### config.mk
export PLATFORM = sky130hd
export DESIGN_NAME = cond_logic
export DESIGN_NICKNAME = d
export VERILOG_FILES = /design/src/rtl/cond_logic.sv
export SDC_FILE = /design/constraint.sdc
export NUM_CORES = 1
export LEC_CHECK = 0
export CORE_AREA = 2 2 39 41
export CTS_BUF_LIST = sky130_fd_sc_hd__clkbuf_8
export CTS_CLUSTER_DIAMETER = 120
export CTS_CLUSTER_SIZE = 10
export DETAILED_ROUTE_END_ITERATION = 7
export DIE_AREA = 0 0 41 43
export PLACE_DENSITY_LB_ADDON = 0.2
export SETUP_SLACK_MARGIN = 0.02
export SLEW_MARGIN = 5
export SYNTH_ARGS = -nofsm -noshare
export SYNTH_HDL_FRONTEND = slang
export SYNTH_SLANG_ARGS = --single-unit
### constraint.sdc
create_clock -name clk -period 1.6 [get_ports clk]
set_input_delay 0.32 -clock clk [delete_from_list [all_inputs] [get_ports clk]]
set_output_delay 0.32 -clock clk [all_outputs]
set_load 0.02 [all_outputs]
### src/rtl/cond_logic.sv
// ---------------------------------------------------------------------------
// cond_logic
//
// Condition-evaluation and flag-holding stage that sits directly after the
// ALU. It keeps the architectural {N,Z,C,V} flags and evaluates each
// instruction's 4-bit ARM condition field against them. The decoder's PC,
// register-file and memory write requests are gated so that only
// instructions whose condition passes have side effects.
//
// Build option:
//   COND_LOGIC_CONDEX_REG_EN  defined     -> multicycle datapath. The
//                                           condition result is registered,
//                                           and the NextPC fetch advance is
//                                           honoured.
//   COND_LOGIC_CONDEX_REG_EN  not defined -> single-cycle datapath. CondEx
//                                           is combinational, and NextPC is
//                                           ignored.
//
// Ports:
//   clk       in  1  sole clock, rising edge
//   reset     in  1  synchronous, active-high; clears all state
//   Cond      in  4  instruction condition field (Instr[31:28])
//   ALUFlags  in  4  {N,Z,C,V} from the ALU for the executing instruction
//   FlagW     in  2  flag write request: bit1 -> N,Z ; bit0 -> C,V
//   PCS       in  1  instruction writes the PC
//   NextPC    in  1  unconditional PC advance (multicycle build only)
//   RegW      in  1  register-file write request
//   MemW      in  1  data-memory write request
//   PCWrite   out 1  gated PC write enable
//   RegWrite  out 1  gated register-file write enable
//   MemWrite  out 1  gated data-memory write enable
//   Flags     out 4  stored {N,Z,C,V}
//   CondEx    out 1  condition-pass result (registered in multicycle build)
// ---------------------------------------------------------------------------
module cond_logic (
  input  logic       clk,
  input  logic       reset,
  input  logic [3:0] Cond,
  input  logic [3:0] ALUFlags,
  input  logic [1:0] FlagW,
  input  logic       PCS,
  input  logic       NextPC,
  input  logic       RegW,
  input  logic       MemW,
  output logic       PCWrite,
  output logic       RegWrite,
  output logic       MemWrite,
  output logic [3:0] Flags,
  output logic       CondEx
);

  // ARM condition codes, named so that the decode below reads like the ISA table.
  typedef enum logic [3:0] {
    COND_EQ = 4'b0000,
    COND_NE = 4'b0001,
    COND_CS = 4'b0010,
    COND_CC = 4'b0011,
    COND_MI = 4'b0100,
    COND_PL = 4'b0101,
    COND_VS = 4'b0110,
    COND_VC = 4'b0111,
    COND_HI = 4'b1000,
    COND_LS = 4'b1001,
    COND_GE = 4'b1010,
    COND_LT = 4'b1011,
    COND_GT = 4'b1100,
    COND_LE = 4'b1101,
    COND_AL = 4'b1110,
    COND_NV = 4'b1111
  } cond_e;

  logic [1:0] flags_nz;
  logic [1:0] flags_cv;
  logic       flag_n;
  logic       flag_z;
  logic       flag_c;
  logic       flag_v;
  logic       cond_ex_now;
  logic       next_pc_en;
  cond_e      cond_code;

  assign flag_n    = flags_nz[1];
  assign flag_z    = flags_nz[0];
  assign flag_c    = flags_cv[1];
  assign flag_v    = flags_cv[0];
  assign cond_code = cond_e'(Cond);

  // The condition is evaluated against the stored flags only. A flag update
  // in the same cycle is not seen until the next cycle, so ALUFlags never
  // reaches any output combinationally. The 1111 encoding executes
  // unconditionally rather than trapping.
  always_comb begin
    cond_ex_now = 1'b0;
    case (cond_code)
      COND_EQ: cond_ex_now = flag_z;
      COND_NE: cond_ex_now = ~flag_z;
      COND_CS: cond_ex_now = flag_c;
      COND_CC: cond_ex_now = ~flag_c;
      COND_MI: cond_ex_now = flag_n;
      COND_PL: cond_ex_now = ~flag_n;
      COND_VS: cond_ex_now = flag_v;
      COND_VC: cond_ex_now = ~flag_v;
      COND_HI: cond_ex_now = flag_c & ~flag_z;
      COND_LS: cond_ex_now = ~flag_c | flag_z;
      COND_GE: cond_ex_now = (flag_n == flag_v);
      COND_LT: cond_ex_now = (flag_n != flag_v);
      COND_GT: cond_ex_now = ~flag_z & (flag_n == flag_v);
      COND_LE: cond_ex_now = flag_z | (flag_n != flag_v);
      COND_AL: cond_ex_now = 1'b1;
      COND_NV: cond_ex_now = 1'b1;
      default: cond_ex_now = 1'b1;
    endcase
  end

  // The NZ and CV pairs have separate write strobes, so an instruction can
  // update only one pair. A failing condition blocks both updates.
  always_ff @(posedge clk) begin
    if (reset) begin
      flags_nz <= 2'b00;
      flags_cv <= 2'b00;
    end else begin
      if (FlagW[1] & cond_ex_now) begin
        flags_nz <= ALUFlags[3:2];
      end
      if (FlagW[0] & cond_ex_now) begin
        flags_cv <= ALUFlags[1:0];
      end
    end
  end

`ifdef COND_LOGIC_CONDEX_REG_EN
  logic cond_ex_q;

  // The multicycle datapath writes back one cycle after execute. Holding
  // the pass/fail result here lines it up with that writeback state. Reset
  // discards any pending result.
  always_ff @(posedge clk) begin
    if (reset) begin
      cond_ex_q <= 1'b0;
    end else begin
      cond_ex_q <= cond_ex_now;
    end
  end

  assign CondEx     = cond_ex_q;
  assign next_pc_en = NextPC;
`else
  logic unused_next_pc;

  // The single-cycle datapath has no separate fetch advance, so NextPC is
  // tied off here and only sinks into an unused net.
  assign unused_next_pc = NextPC;
  assign CondEx         = cond_ex_now;
  assign next_pc_en     = 1'b0;
`endif

  assign PCWrite  = (PCS & CondEx) | next_pc_en;
  assign RegWrite = RegW & CondEx;
  assign MemWrite = MemW & CondEx;
  assign Flags    = {flags_nz, flags_cv};

endmodule

* Word level (Yosys, flattened, before mapping) *
Cells that the tools add are included.

storage, ports and cells
  bits in registers = 4
  input bits = 16
  logic and storage cells = 35

cells by class
  equality and inequality tests = 17
  mux-type cells = 1
  bitwise gates (word level) = 13
  reductions and logical operators = 2

operators by type and width
  cell                                                  number
  equality test 4 bit (second input constant)           8
  equality test 4 x 3 -> 1 bit (second input constant)  4
  one-hot mux 1 bit (15 select lines)                   1
  equality test 4 x 2 -> 1 bit (second input constant)  2
  AND 1 bit                                             7
  equality test 4 x 1 -> 1 bit (second input constant)  1
  logical NOT 4 bit                                     1
  NOT 1 bit                                             4
  OR 1 bit                                              2
  OR reduction 2 bit                                    1
  equality test 1 bit                                   1
  != test 1 bit                                         1

* Longest topological paths before layout *
  depth after elaboration = 4
  mapped depth = 6

* Worst setup path after synthesis *
Ideal clock, no wire load.

  path kind = reg2out
  from = register flags_cv[0]
  to = output port MemWrite
  arrival = 1677 ps
  slack = -397 ps
  stages on the path, launching flop included = 6
  buffers on the path = 0
  cells stage by stage = dfxtp_1 > xnor2_1 > a311oi_1 > a311oi_2 > a31oi_2 > and2_1

between the ends
  cells in the longest elaborated chain, start to end = 4

RTL lines
  what                                                  line      source
  start, declared                                       73        logic [1:0] flags_cv;
  start signal, assigned                                126       flags_cv <= ALUFlags[1:0];
  != test 1 bit or equality test 1 bit (tied branches)  n/a
  OR 1 bit or AND 1 bit (tied branches)                 108, 107
  one-hot mux 1 bit (15 select lines) *                 94        case (cond_code)
  named net CondEx                                      49        output logic CondEx
  AND 1 bit *                                           159       assign MemWrite = MemW & CondEx;
  end, declared                                         47        output logic MemWrite,

Mark *: on every way through the listed nets, which the timed path passes. The rest lies on a longest branch.

* Worst setup path in the final report *
  from = register flags_nz[0]
  to = output port RegWrite

between the ends
  cells in the longest elaborated chain, start to end = 4

RTL lines
  what                                   line          source
  start, declared                        72            logic [1:0] flags_nz;
  start signal, assigned                 123           flags_nz <= ALUFlags[3:2];
  NOT 1 bit                              96, 103, 107
  AND 1 bit (on tied branches)           107, 103
  one-hot mux 1 bit (15 select lines) *  94
  AND 1 bit *                            158           assign RegWrite = RegW & CondEx;
  end, declared                          46            output logic RegWrite,

Every way passes the cells marked *; elsewhere a longest branch is shown, timed or not.

==> impl_metrics.ini <==
[clocking]
numClockSinks = 4
cts_made_buffers = 3
hold_buffers = 0
clockBufferDepth = 2
clock-root-buffer = clkbuf_8
cts_tree = done
clk_latency_ns = 0.22
h-tree-depth = 1
clkSlewWorstSetupHoldPaths_ns = 0.03

[synth]
yosys.area.top_type = dfxtp_1
syn_nets = 67
netlist.area_leader.share_pct = 18.4
syn-instance-count = 51
syn_area_per_cell_um2 = 8.54
synth_warnings = 0
yosysSeqAreaShare_pct = 18.4
synth_area_um2 = 435
yosys-top-cells-area = dfxtp_1 (18%), mux2i_1 (9.2%), nand2b_1 (8.6%)
yosysUniqueCellTypes = 26
yosys_register_bits = 4

[sta]
drv_slew = 0
whs_ns = 0.597
rsz0062_at_grt = true
hold_viol = 0
max_freq_mhz = 493
period_needed_ns = 2.03
fin_crit_sh_pct = 127
fin_ws_ns = -0.428
setup_viol = 8
fin_setup_tns_ns = -1.95
fin_skew_ns = 0.00352
worst_slew_pin_slew_ns = 0.330
slew_headroom_pct = 78.0

[grt]
grt_max_degree = 9
grt_pass1_wl_mm = 1.98
antenna_found_initial = 0
gr-total-overflow = 0
met1_usage_pct = 20.8
grt_pass1_vias = 476
grt_util_met3_pct = 1.57
gr-usage-met2_pct = 26.3
grt_usage_pct = 16.1
top_usage_layer = met2

[layout]
nNetsFinal = 112
diodes = 0
drive_gt1_share_pct = 54.7
synthToLayoutAreaGrowth_pct = 114
instances_no_fill = 111
final_util_pct = 67.3

[floorplanning]
core_area_um2 = 1380
die_area_um2 = 1760
die_y_um = 43
num_io_pins = 24
initial_core_util_pct = 31.5
rows = 14
die_w_um = 41

[placement]
gp_congestion = 0.693
hpwl_um = 911
port_buffers = 22
numPlacedInstances = 106

[power_and_ir_drop]
p_leak_nw = 0.419
powerDensity_nw_per_um2 = 669
max-vdd-ir-drop_uv = 689

[drt]
drt_iter0_markers = 1
drt_pass1_iterations = 2
wl_per_cell_um = 10.7
viasPerCell = 4.64
antenna_left = 0
vias = 515
finalWirelength_mm = 1.19
drc = 0

[flow_run]
maxCapViolCount = 0

[outcome]
violations = negative setup slack
outcome = finished with violations

[setup_path]
start_kind = flop
crit_start = flags_nz[0]
crit_arrival_ns = 1.71
worstPathMaxFanout = 4
path_class = flop to output pin
cp.required_ns = 1.28
r2r-start = flags_nz[0]
setup.worst_path.end_class = output pin

[worst_hold_path]
hold_start = flags_cv[1]
hold_path_class = flop to flop
-- cell type report --
cell class / instances / area [µm²]
clock buffers: 3 / 41.3
clock inverters: 1 / 3.75
fillers: 122 / 453
multi-input cells: 45 / 407
flip-flops and latches: 4 / 86.3
well taps: 16 / 20.0
repair buffers: 42 / 373
-- cell usage in the layout, fill, tap and decap left out --
master and n:
dlygate4sd2_1 3, and2_4 3, a311oi_2 1, dfxtp_1 1, clkbuf_8 3, mux2i_1 4, or2b_1 3, nor3_2 1
dfxtp_4 1, nand3b_1 3, clkdlybuf4s50_1 10, xnor2_1 2, dfxtp_2 2, buf_2 1, buf_6 4, nor2b_2 1
a21o_2 1, nor3_1 1, a221oi_2 1, xor2_1 2, nor2_1 1, nand2b_1 6, dlymetal6s2s_1 1, o21ai_1 1
a31oi_2 1, nand2_2 2, a311oi_4 1, nor2b_1 1, a31oi_1 1, or3_4 2, buf_4 20, and4_4 1
and2b_1 2, inv_1 1, a31oi_4 1, a21oi_2 2, clkdlybuf4s15_2 3
-- report_power, final --
part / switching, W / leakage (nW) / internal [W]
Combinational: 0.000118 / 0.358 / 0.000173
Clock: 0.0000521 / 0.0269 / 0.000164
Sequential: 0.00000689 / 0.0343 / 0.000109
-- cell families (layout without fill, tap and decap cells) --
family          Yosys count  after routing  synth area share, %
buf+inv                   2             46                 3.73
mux                       4              4                 9.20
compound gates           10             10                 20.1
xor+xnor                  4              4                 8.05
simple gates             27             27                 40.5
flops                     4              4                 18.4
-- sequential cells by signal, indices dropped and copies added (netlist names) --
signal    cells
flags_cv      2
flags_nz      2
-- path summary, 6_finish.rpt --
path / slack, ns / cells past startpoint / to
max: -0.43 / 7 / RegWrite
min reg2reg: 0.60 / 3 / flags_cv[1]
min: 0.60 / 3 / flags_cv[1]
max reg2reg: -0.07 / 8 / flags_nz[1]
-- metrics by stage --
stage | power (W) | instance area (µm²) | setup slack (ns)
floorplan | 0.000249 | 462 | -0.189
global placement | 0.000385 | 825 | -1.19
detailed placement | 0.000387 | 825 | -1.22
CTS | 0.000626 | 920 | -0.415
global route | 0.000665 | 931 | -0.498
finish | 0.000623 | 931 | -0.428
-- timing repair --
item	in CTS	in global routing
setup buffers	3	1
pin swaps	5	0
endpoints found under the setup margin	11	9
gates resized for setup	49	3
-- worst max-delay path, cell delays in order, from the launching register on --
cell	delay, ns
dfxtp_2	0.31
or3_4	0.38
a21oi_2	0.13
a221oi_2	0.04
buf_4	0.15
a31oi_4	0.20
and2_4	0.17
buf_6	0.10
-- Yosys cell counts --
master,count
nand2b_1,6
dfxtp_1,4
mux2i_1,4
and2_1,3
nand3b_1,3
or2b_1,3
a21oi_1,2
a31oi_1,2
and2b_1,2
nand2_1,2
nor3_1,2
or3_1,2
xnor2_1,2
xor2_1,2
a21o_2,1
a221oi_2,1
a311oi_1,1
a311oi_2,1
a31oi_2,1
and4_4,1
buf_2,1
buf_6,1
nor2_1,1
nor2b_1,1
nor2b_2,1
o21ai_0,1
-- per-layer routing --
| metal | wire length, µm | vias to the layer above |
|---|---|---|
| met4 | 0 | 0 |
| met1 | 512 | 227 |
| met3 | 58 | 0 |
| met5 | 0 | - |
| li1 | - | 272 |
| met2 | 622 | 16 |
Power figures use the tool's default switching activity.
